==> src/rtl/inst_mem_loader_if.sv <==
`default_nettype none
// ============================================================================
// Module   : inst_mem_loader_if
// Purpose  : Bundles the host byte stream, load control and instruction
//            memory write port of the instruction memory loader.
// Modports : slave  - the loader (consumes start/bytes, drives memory port)
//            master - the host/environment side
// Signals  : start, word_count      load request and its length in words
//            byte_in, byte_valid,   byte stream with ready handshake
//            byte_ready
//            we, waddr, wdata       instruction memory write port
//            busy, done, err,       load status
//            checksum, core_nrst
// Revision : 1.0 - initial release
// ============================================================================
interface inst_mem_loader_if #(
  parameter int ADDR_W = 13
);
  logic              start;
  logic [ADDR_W:0]   word_count;
  logic [7:0]        byte_in;
  logic              byte_valid;
  logic              byte_ready;
  logic              we;
  logic [ADDR_W-1:0] waddr;
  logic [31:0]       wdata;
  logic              busy;
  logic              done;
  logic              err;
  logic [31:0]       checksum;
  logic              core_nrst;

  modport slave (
    input  start, word_count, byte_in, byte_valid,
    output byte_ready, we, waddr, wdata, busy, done, err, checksum, core_nrst
  );

  modport master (
    output start, word_count, byte_in, byte_valid,
    input  byte_ready, we, waddr, wdata, busy, done, err, checksum, core_nrst
  );
endinterface
`default_nettype wire

==> src/rtl/inst_mem_loader.sv <==
`default_nettype none
// ============================================================================
// Module   : inst_mem_loader
// Purpose  : Receives a program as a byte stream, packs little-endian 32-bit
//            words and writes them to consecutive instruction memory word
//            addresses starting at 0. Holds the core in reset while loading.
// Ports    : CLK   - clock
//            NRST  - asynchronous active-low reset
//            bus   - inst_mem_loader_if.slave (load control, byte stream,
//                    memory write port, status)
// Revision : 1.0 - initial release
// ============================================================================
module inst_mem_loader #(
  parameter int ADDR_W = 13,
  parameter int DEPTH  = 8192
) (
  input wire CLK,
  input wire NRST,
  inst_mem_loader_if.slave bus
);

  localparam logic [ADDR_W:0] C_DEPTH = (ADDR_W+1)'(DEPTH);
  localparam logic [ADDR_W:0] C_ONE   = (ADDR_W+1)'(1);

  typedef enum logic [1:0] {
    S_IDLE  = 2'd0,
    S_RECV  = 2'd1,
    S_WRITE = 2'd2,
    S_DONE  = 2'd3
  } state_t;

  state_t            r_state;
  logic [1:0]        r_byte_cnt;
  logic [23:0]       r_asm;        // bytes 0..2 of the word being received
  logic [ADDR_W-1:0] r_word_idx;
  logic [ADDR_W:0]   r_word_count;
  logic              r_byte_ready;
  logic              r_we;
  logic [ADDR_W-1:0] r_waddr;
  logic [31:0]       r_wdata;
  logic              r_busy;
  logic              r_done;
  logic              r_err;
  logic [31:0]       r_checksum;
  logic              r_core_nrst;

  logic w_byte_acc;
  logic w_last_word;

  // byte_ready is only ever high in RECV, so this is the accept condition.
  assign w_byte_acc  = bus.byte_valid && r_byte_ready;
  assign w_last_word = ({1'b0, r_word_idx} == (r_word_count - C_ONE));

  always_ff @(posedge CLK or negedge NRST) begin
    if (!NRST) begin
      r_state      <= S_IDLE;
      r_byte_cnt   <= 2'd0;
      r_asm        <= 24'd0;
      r_word_idx   <= '0;
      r_word_count <= '0;
      r_byte_ready <= 1'b0;
      r_we         <= 1'b0;
      r_waddr      <= '0;
      r_wdata      <= 32'd0;
      r_busy       <= 1'b0;
      r_done       <= 1'b0;
      r_err        <= 1'b0;
      r_checksum   <= 32'd0;
      r_core_nrst  <= 1'b0;
    end else begin
      case (r_state)
        S_IDLE, S_DONE: begin
          // Core leaves reset on the first edge after NRST release.
          r_core_nrst <= 1'b1;
          if (bus.start) begin
            if (bus.word_count == '0) begin
              // Empty program: complete immediately without any write.
              r_state    <= S_DONE;
              r_done     <= 1'b1;
              r_err      <= 1'b0;
              r_checksum <= 32'd0;
            end else if (bus.word_count > C_DEPTH) begin
              r_state <= S_IDLE;
              r_err   <= 1'b1;
              r_done  <= 1'b0;
            end else begin
              r_state      <= S_RECV;
              r_word_count <= bus.word_count;
              r_word_idx   <= '0;
              r_byte_cnt   <= 2'd0;
              r_checksum   <= 32'd0;
              r_done       <= 1'b0;
              r_err        <= 1'b0;
              r_busy       <= 1'b1;
              r_byte_ready <= 1'b1;
              r_core_nrst  <= 1'b0;
            end
          end
        end

        S_RECV: begin
          if (w_byte_acc) begin
            if (r_byte_cnt == 2'd3) begin
              // Fourth byte completes the word; present it to memory next cycle.
              r_wdata      <= {bus.byte_in, r_asm};
              r_waddr      <= r_word_idx;
              r_we         <= 1'b1;
              r_byte_ready <= 1'b0;
              r_byte_cnt   <= 2'd0;
              r_state      <= S_WRITE;
            end else begin
              case (r_byte_cnt)
                2'd0:    r_asm[7:0]   <= bus.byte_in;
                2'd1:    r_asm[15:8]  <= bus.byte_in;
                default: r_asm[23:16] <= bus.byte_in;
              endcase
              r_byte_cnt <= r_byte_cnt + 2'd1;
            end
          end
        end

        S_WRITE: begin
          r_we       <= 1'b0;
          r_checksum <= r_checksum + r_wdata;
          if (w_last_word) begin
            r_state     <= S_DONE;
            r_done      <= 1'b1;
            r_busy      <= 1'b0;
            r_core_nrst <= 1'b1;
          end else begin
            r_word_idx   <= r_word_idx + 1'b1;
            r_byte_ready <= 1'b1;
            r_state      <= S_RECV;
          end
        end

        default: r_state <= S_IDLE;
      endcase
    end
  end

  assign bus.byte_ready = r_byte_ready;
  assign bus.we         = r_we;
  assign bus.waddr      = r_waddr;
  assign bus.wdata      = r_wdata;
  assign bus.busy       = r_busy;
  assign bus.done       = r_done;
  assign bus.err        = r_err;
  assign bus.checksum   = r_checksum;
  assign bus.core_nrst  = r_core_nrst;

endmodule
`default_nettype wire

==> src/flat_wrapper.sv <==
// flat-port wrapper written by rule: the top's interface ports become plain ports
module inst_mem_loader_flat 
#(
  parameter int ADDR_W = 13,
  parameter int DEPTH  = 8192
)
  (CLK, NRST, bus_start, bus_word_count, bus_byte_in, bus_byte_valid, bus_byte_ready, bus_we, bus_waddr, bus_wdata, bus_busy, bus_done, bus_err, bus_checksum, bus_core_nrst);
  inst_mem_loader_if #(.ADDR_W(ADDR_W)) bus_i ();
  input wire CLK;
  input wire NRST;
  input wire logic [$bits(bus_i.start)-1:0] bus_start;
  input wire logic [$bits(bus_i.word_count)-1:0] bus_word_count;
  input wire logic [$bits(bus_i.byte_in)-1:0] bus_byte_in;
  input wire logic [$bits(bus_i.byte_valid)-1:0] bus_byte_valid;
  output wire logic [$bits(bus_i.byte_ready)-1:0] bus_byte_ready;
  output wire logic [$bits(bus_i.we)-1:0] bus_we;
  output wire logic [$bits(bus_i.waddr)-1:0] bus_waddr;
  output wire logic [$bits(bus_i.wdata)-1:0] bus_wdata;
  output wire logic [$bits(bus_i.busy)-1:0] bus_busy;
  output wire logic [$bits(bus_i.done)-1:0] bus_done;
  output wire logic [$bits(bus_i.err)-1:0] bus_err;
  output wire logic [$bits(bus_i.checksum)-1:0] bus_checksum;
  output wire logic [$bits(bus_i.core_nrst)-1:0] bus_core_nrst;
  assign bus_i.start = bus_start;
  assign bus_i.word_count = bus_word_count;
  assign bus_i.byte_in = bus_byte_in;
  assign bus_i.byte_valid = bus_byte_valid;
  assign bus_byte_ready = bus_i.byte_ready;
  assign bus_we = bus_i.we;
  assign bus_waddr = bus_i.waddr;
  assign bus_wdata = bus_i.wdata;
  assign bus_busy = bus_i.busy;
  assign bus_done = bus_i.done;
  assign bus_err = bus_i.err;
  assign bus_checksum = bus_i.checksum;
  assign bus_core_nrst = bus_i.core_nrst;
  inst_mem_loader #(.ADDR_W(ADDR_W), .DEPTH(DEPTH)) u_core (.CLK(CLK), .NRST(NRST), .bus(bus_i));
endmodule
==> config.mk <==
export PLATFORM = sky130hd
export DESIGN_NAME = inst_mem_loader_flat
export DESIGN_NICKNAME = d
export VERILOG_FILES = /design/src/rtl/inst_mem_loader_if.sv /design/src/rtl/inst_mem_loader.sv /design/src/flat_wrapper.sv
export SDC_FILE = /design/constraint.sdc
export NUM_CORES = 1
export LEC_CHECK = 0
export ABC_CLOCK_PERIOD_IN_PS = 3210
export CORE_MARGIN = 1.5
export CORE_UTILIZATION = 60
export CTS_BUF_LIST = sky130_fd_sc_hd__clkbuf_4
export DETAILED_ROUTE_END_ITERATION = 6
export DONT_BUFFER_PORTS = 1
export PLACE_DENSITY = 0.79
export SYNTH_ARGS = -nofsm -noshare
export SYNTH_HDL_FRONTEND = slang
export SYNTH_SLANG_ARGS = --single-unit
==> constraint.sdc <==
create_clock -name CLK -period 3.21 [get_ports CLK]
set_clock_uncertainty 0.15 [all_clocks]
set_input_delay 0.642 -clock CLK [delete_from_list [all_inputs] [get_ports CLK]]
set_output_delay 0.642 -clock CLK [all_outputs]
set_load 0.005 [all_outputs]
; ---- Yosys cells after proc, flatten, opt, wreduce, memory -nomap -nowiden
; Index checks and enable logic that the tools add are counted.
[totals]
register_bits = 138
out_inout_bits = 83
word_cells = 106
[classes]
addsub = 4
order_cmp = 1
eq_ne = 14
muxes = 43
n_bitwise = 4
reduce_logical = 24
[op_table]
columns = op, n
row1 = $mux W32, 3
row2 = $pmux W32 S2, 1
row3 = $mux W13, 4
row4 = $add A32 B32 Y32, 1
row5 = $pmux W13 S2, 1
row6 = $mux W2, 10
row7 = $mux W1, 17
row8 = $reduce_and A4 Y1, 4
row9 = $reduce_and A3 Y1, 5
row10 = $reduce_and A5 Y1, 3
row11 = $eq A13 B14 Y1, 1
row12 = $gt A14 B14 Y1 const B, 1
row13 = $logic_not A14 Y1, 1
row14 = $sub A14 B1 Y14 const B, 1
row15 = $add A13 B1 Y13 const B, 1
row16 = $ne A2 B2 Y1 const B, 4
row17 = $pmux W1 S2, 4
row18 = $eq A2 B2 Y1 const B, 3
row19 = $ne A2 B1 Y1 const B, 3
row20 = $pmux W2 S3, 1
row21 = $reduce_and A6 Y1, 1
row22 = $reduce_bool A2 Y1, 3
row23 = $eq A2 B1 Y1 const B, 2
row24 = $logic_not A2 Y1, 2
row25 = other kinds (8), 13

; ---- Longest topological paths before layout
[depth]
ltp_word = 5
ltp_mapped = 12

; ---- Least setup slack after synthesis
; Ideal clock, no wire load.
[synth_path]
kind = reg2reg
from = register u_core.r_word_count[3]
to = register u_core.r_word_idx[5]
setup_ns = 0.126
arrival_time_ns = 2.899
required_time_ns = 2.934
slack_ns = 0.035
stages_incl_launch_ff = 11
period_less_slack_ns = 3.175
path_cell_list = dfrtp_1 buf_6 or4_4 or3_1 a2111o_1 a222oi_1 and4_1 buf_4 nor2_4 and3_4 a221o_1
[synth_via]
elab_chain_cells = 4
[synth_lines]
columns = element, line_no
row1 = "start, declared", inst_mem_loader.sv:36  ; logic [ADDR_W:0] r_word_count;
row2 = "start signal, assigned", inst_mem_loader.sv:88  ; r_word_count <= bus.word_count;
row3 = $sub A14 B1 Y14, inst_mem_loader.sv:52  ; assign w_last_word = ({1'b0, r_word_idx} == (r_word_count - C_ONE));
row4 = $eq A13 B14 Y1, inst_mem_loader.sv:52
row5 = $ne A2 B2 Y1 (no source line), --
row6 = $reduce_and A5 Y1 (no source line), --
row7 = "end signal, assigned", inst_mem_loader.sv:131  ; r_word_idx <= r_word_idx + 1'b1;
row8 = "end, declared", inst_mem_loader.sv:35  ; logic [ADDR_W-1:0] r_word_idx;
; Every way passes these cells.
; A chain may end at the register's enable or synchronous reset.

; ---- Final worst setup path
[layout_path]
from = register u_core.r_wdata[14] (netlist: u_core.bus.wdata[14])
to = register u_core.r_checksum[29] (netlist: u_core.bus.checksum[29])
[layout_via]
elab_chain_cells = 2
[layout_lines]
columns = element, line_no
row1 = "start, declared", inst_mem_loader.sv:40  ; logic [31:0] r_wdata;
row2 = "start signal, assigned", inst_mem_loader.sv:105  ; r_wdata <= {bus.byte_in, r_asm};
row3 = $add A32 B32 Y32, inst_mem_loader.sv:124  ; r_checksum <= r_checksum + r_wdata;
row4 = $pmux W32 S2, inst_mem_loader.sv:71  ; case (r_state)
row5 = "end signal, assigned", inst_mem_loader.sv:124
row6 = "end, declared", inst_mem_loader.sv:44  ; logic [31:0] r_checksum;
; Every way passes these cells.

==> summary.md <==
| Metric | Value |
|---|---|
| Critical path arrival | `3.43 ns` |
| Max-Cap Viols | `0` |
| Util after Layout | `roughly two thirds` |
| Initial DRT Pass Iterations | `5` |
| GRT overflow | `0` |
| Inst Count DP | `935` |
| Starting utilization of the core area | `between 60% and 70%` |
| Layout cells sized above 1 | `around 18%` |
| Avg Synthesized Cell Area | `around 10 um^2` |
| H-tree depth | `4` |
| Ys flop type | `dfrtp_1` |
| Seq pwr share | `between 40 and 50%` |
| Die Y | `roughly 120 um` |
| DR vias/cell | `roughly 6.3` |
| IO Count | `roughly 110` |
| Nets | `approximately 850` |
| Register area share after synthesis | `roughly 45%` |
| Fin crit period | `between 3 and 4 ns` |
| Largest fanout on the critical path | `7` |
| Dpl ws | `around 0.0043 ns` |
| Combinational Power Share | `37.5%` |
| Dpl hpwl | `~13,000 um` |
| CTS clk-pin slew, worst paths | `about 0.12 ns` |
| Total GRT Usage | `between 20% and 30%` |
| Worst-Skew Late Latency | `~0.55 ns` |
| WL per Instance | `19.17 um` |
| PwrDens | `around 760 nW/um^2` |
| Power Total | `6356 uW` |
| Xor/xnor share of the synthesized area | `under 10%` |
| Diode count | `0` |
| Net Sw Frac | `roughly two fifths` |
| DIE WIDTH | `116.2 um` |
| Fin worst setup slack | `~0.096 ns` |
| Peak supply drop | `443.5 uV` |
| Finished Cell Area | `8353 um^2` |
| Max Clock Freq | `321.1 MHz` |
| Clock sinks | `between 100 and 150` |
| P_sw | `2507 uW` |
| CP Capture Type | `register` |
| Worst-margin pin slew | `approximately 0.66 ns` |
| Startpoint Class | `register` |
| Final slew viol count | `0` |
| Clk Tree Root Cell | `clkbuf_4` |
| Post-Place Cell Area | `between 7000 and 8000 um^2` |
| Area growth syn-to-layout | `8.730%` |
| Final count of negative-setup-slack endpoints | `0` |
| Post-Route WL | `~19,000 um` |
| Vias in the first global route | `5,822` |
| Library cells used by synthesis | `58` |
| Rel. slew slack | `between 50% and 60%` |
| Largest family of logic cells by synthesized area | `compound AO/OA/AOI/OAI gates` |
| First-pass GRT wire length | `29,590 um` |
| Violated checks | `hold timing` |
| Initial antenna violation count | `0` |
| Mux contribution to synthesized area | `a little under an eighth` |
| Final Non-Filler Cells | `967` |
| Fin. Hold Viols | `138` |
| DRT antenna net count | `0` |
| Worst-case hold slack | `-0.3849 ns` |
| Post-Syn Instances | `between 700 and 800` |
| Leak | `0.003876 uW` |
| Crit path kind | `reg2reg` |
| Total core area | `~13,000 um^2` |
| Synthesized Nets | `between 800 and 900` |
| CTS max path bufs | `2` |
| Largest net degree at the start of global routing | `around 140` |
| Die ar. | `~13,000 um^2` |
| Fraction of registers with async set/reset | `100.0%` |
| EDFF count, synth | `0` |
| Hold crit path type | `in2async` |
| CP required | `~3.5 ns` |
| Period utilization | `a little over nine tenths` |
| CTS tree | `built` |
| First DRT Iteration DRCs | `just over 500` |
| GPL Wtd Cong | `a little over 0.9` |
| Mapped Area | `just under 8000 um^2` |
| Most common cell after layout, fill and taps aside | `dfrtp_1` |
| Simple-gate share of the synthesized area | `about 15%` |
| Inserted Clock Buffers | `17` |
| Post-Synth Adder-Cell Area | `around 6.8%` |
| Compound-Gate Fraction of Synth Area | `between 10% and 20%` |
| Status | `complete, but fails checks` |
| DRC | `0` |
| #FFs+latches synth | `roughly 140` |
| I/O Buffers | `0` |
| Vias post-DR | `around 6k` |
| Commonest cells after routing, fill and taps aside | `dfrtp_1, nand2_1, mux2_2` |
| Site Rows | `41` |
| Clock share of power | `around a fifth` |
| Int Pwr | `3848 uW` |
| YS warnings | `0` |
[final timing paths]
check	from	endpoint	slack, ns	cells past startpoint
setup / recovery	u_core.bus.wdata[14]	u_core.bus.checksum[29]	0.1	9
hold reg to reg	u_core.r_asm[20]	u_core.bus.wdata[20]	0.36	1
min in group CLK	bus_word_count[11]	u_core.r_word_count[11]	0.05	2
hold / removal	NRST	u_core.bus.checksum[14]	-0.38	0
max in group asynchronous	NRST	u_core.r_word_count[12]	3.08	0
setup reg to reg	u_core.bus.wdata[14]	u_core.bus.checksum[29]	0.1	9
[cells by family (layout without fill, tap and decap cells)]
| logic type | after synthesis | count (layout) |
|---|---|---|
| AND/OR/NAND/NOR | 241 | 241 |
| AO/OA/AOI/OAI | 176 | 176 |
| flip-flops | 138 | 138 |
| multiplexers | 79 | 79 |
| buffers and inverters | 53 | 79 |
| adder cells (fa/ha/maj) | 41 | 41 |
| XOR/XNOR | 41 | 41 |
[state kept, by name, summed over array words and instances, names as in the netlist]
name and count:
u_core.bus.busy 1, u_core.bus.byte_ready 1, u_core.bus.checksum 32, u_core.bus.core_nrst 1, u_core.bus.done 1, u_core.bus.err 1
u_core.bus.waddr 13, u_core.bus.wdata 32, u_core.bus.we 1, u_core.r_asm 24, u_core.r_byte_cnt 2, u_core.r_state 2
u_core.r_word_count 14, u_core.r_word_idx 13
[through the flow]
step                      hold WS (ns)  setup TNS, ns
after floorplan                 0.1964              0
after global placement          0.1998              0
after detailed placement        0.1997              0
after CTS                      -0.4185              0
after global routing           -0.4483       -0.05270
final                          -0.3849              0
[layer usage]
layer	vias up	GRT usage, %	part of all wire (%)
li1	2815	-	-
met4	0	11.06	2.5
met3	44	9.133	7.8
met1	2933	36.72	43
met2	253	45.29	47
met5	-	0	0
[power by group through the flow]
stage | Clock [uW] | Combinational, uW | Sequential (uW)
floorplan | 0 | 1760 | 2550
finish | 1290 | 2380 | 2680
global route | 1390 | 2630 | 2750
CTS | 1300 | 2340 | 2680
detailed placement | 0 | 2320 | 2720
global placement | 0 | 2220 | 2680
[Yosys cell counts, types with 2 or more instances]
| cell type | number | area share [%] |
|---|---|---|
| nor2b_1 | 5 | 0.41 |
| a21o_1 | 13 | 1.3 |
| clkbuf_1 | 33 | 1.6 |
| a211oi_1 | 8 | 0.78 |
| and4_1 | 3 | 0.34 |
| nand4_1 | 9 | 0.73 |
| nor4_1 | 10 | 0.81 |
| o311ai_0 | 2 | 0.23 |
| mux2i_1 | 10 | 1.3 |
| or3_1 | 3 | 0.24 |
| inv_1 | 16 | 0.78 |
| a21boi_0 | 2 | 0.20 |
| or2_2 | 2 | 0.16 |
| a311oi_1 | 3 | 0.34 |
| xor2_1 | 13 | 1.5 |
| o21bai_1 | 3 | 0.29 |
| o211ai_1 | 10 | 0.98 |
| nor2_1 | 33 | 1.6 |
| ha_1 | 40 | 6.5 |
| o22ai_1 | 3 | 0.24 |
| a31oi_1 | 10 | 0.81 |
| dfrtp_1 | 138 | 45 |
| nand2b_1 | 7 | 0.57 |
| and2_1 | 9 | 0.73 |
| nor3b_1 | 4 | 0.39 |
| o31ai_1 | 12 | 1.2 |
| a21oi_1 | 25 | 1.6 |
| mux2_2 | 69 | 10 |
| buf_4 | 2 | 0.20 |
| a2111oi_0 | 2 | 0.23 |
| nor3_1 | 16 | 1.0 |
| nand3_1 | 16 | 1.0 |
| nand2_1 | 117 | 5.7 |
| xnor2_1 | 28 | 3.2 |
| o41ai_1 | 2 | 0.23 |
| o21ai_0 | 62 | 4.0 |
| a32o_1 | 2 | 0.26 |
| a22o_1 | 7 | 0.80 |
[timing repair]
action,in CTS,in global routing
pin swaps,0,5
hold endpoints to repair,138,138
buffers inserted,0,0
endpoints found under the setup margin,1,21
resized for setup,1,13
[area by class of cell]
cell class,instances,area (um^2)
multi-input combinational,578,4065
clock buffer,17,127.6
fill,982,4215
timing repair buffer,30,229.0
tap,172,215.2
sequential,138,3453
clock inverter,15,198.9
inverter,17,63.81
[worst max-delay path, stage by stage (launching register included)]
cell and delay (ns):
dfrtp_1 0.45, ha_1 0.40, a21oi_1 0.26, o21ai_0 0.16
a221oi_1 0.48, nor4_1 0.18, a2111oi_0 0.47, o21bai_1 0.14
xnor2_1 0.15, o31ai_1 0.19
Note: power is estimated with default switching activity, not from simulation.
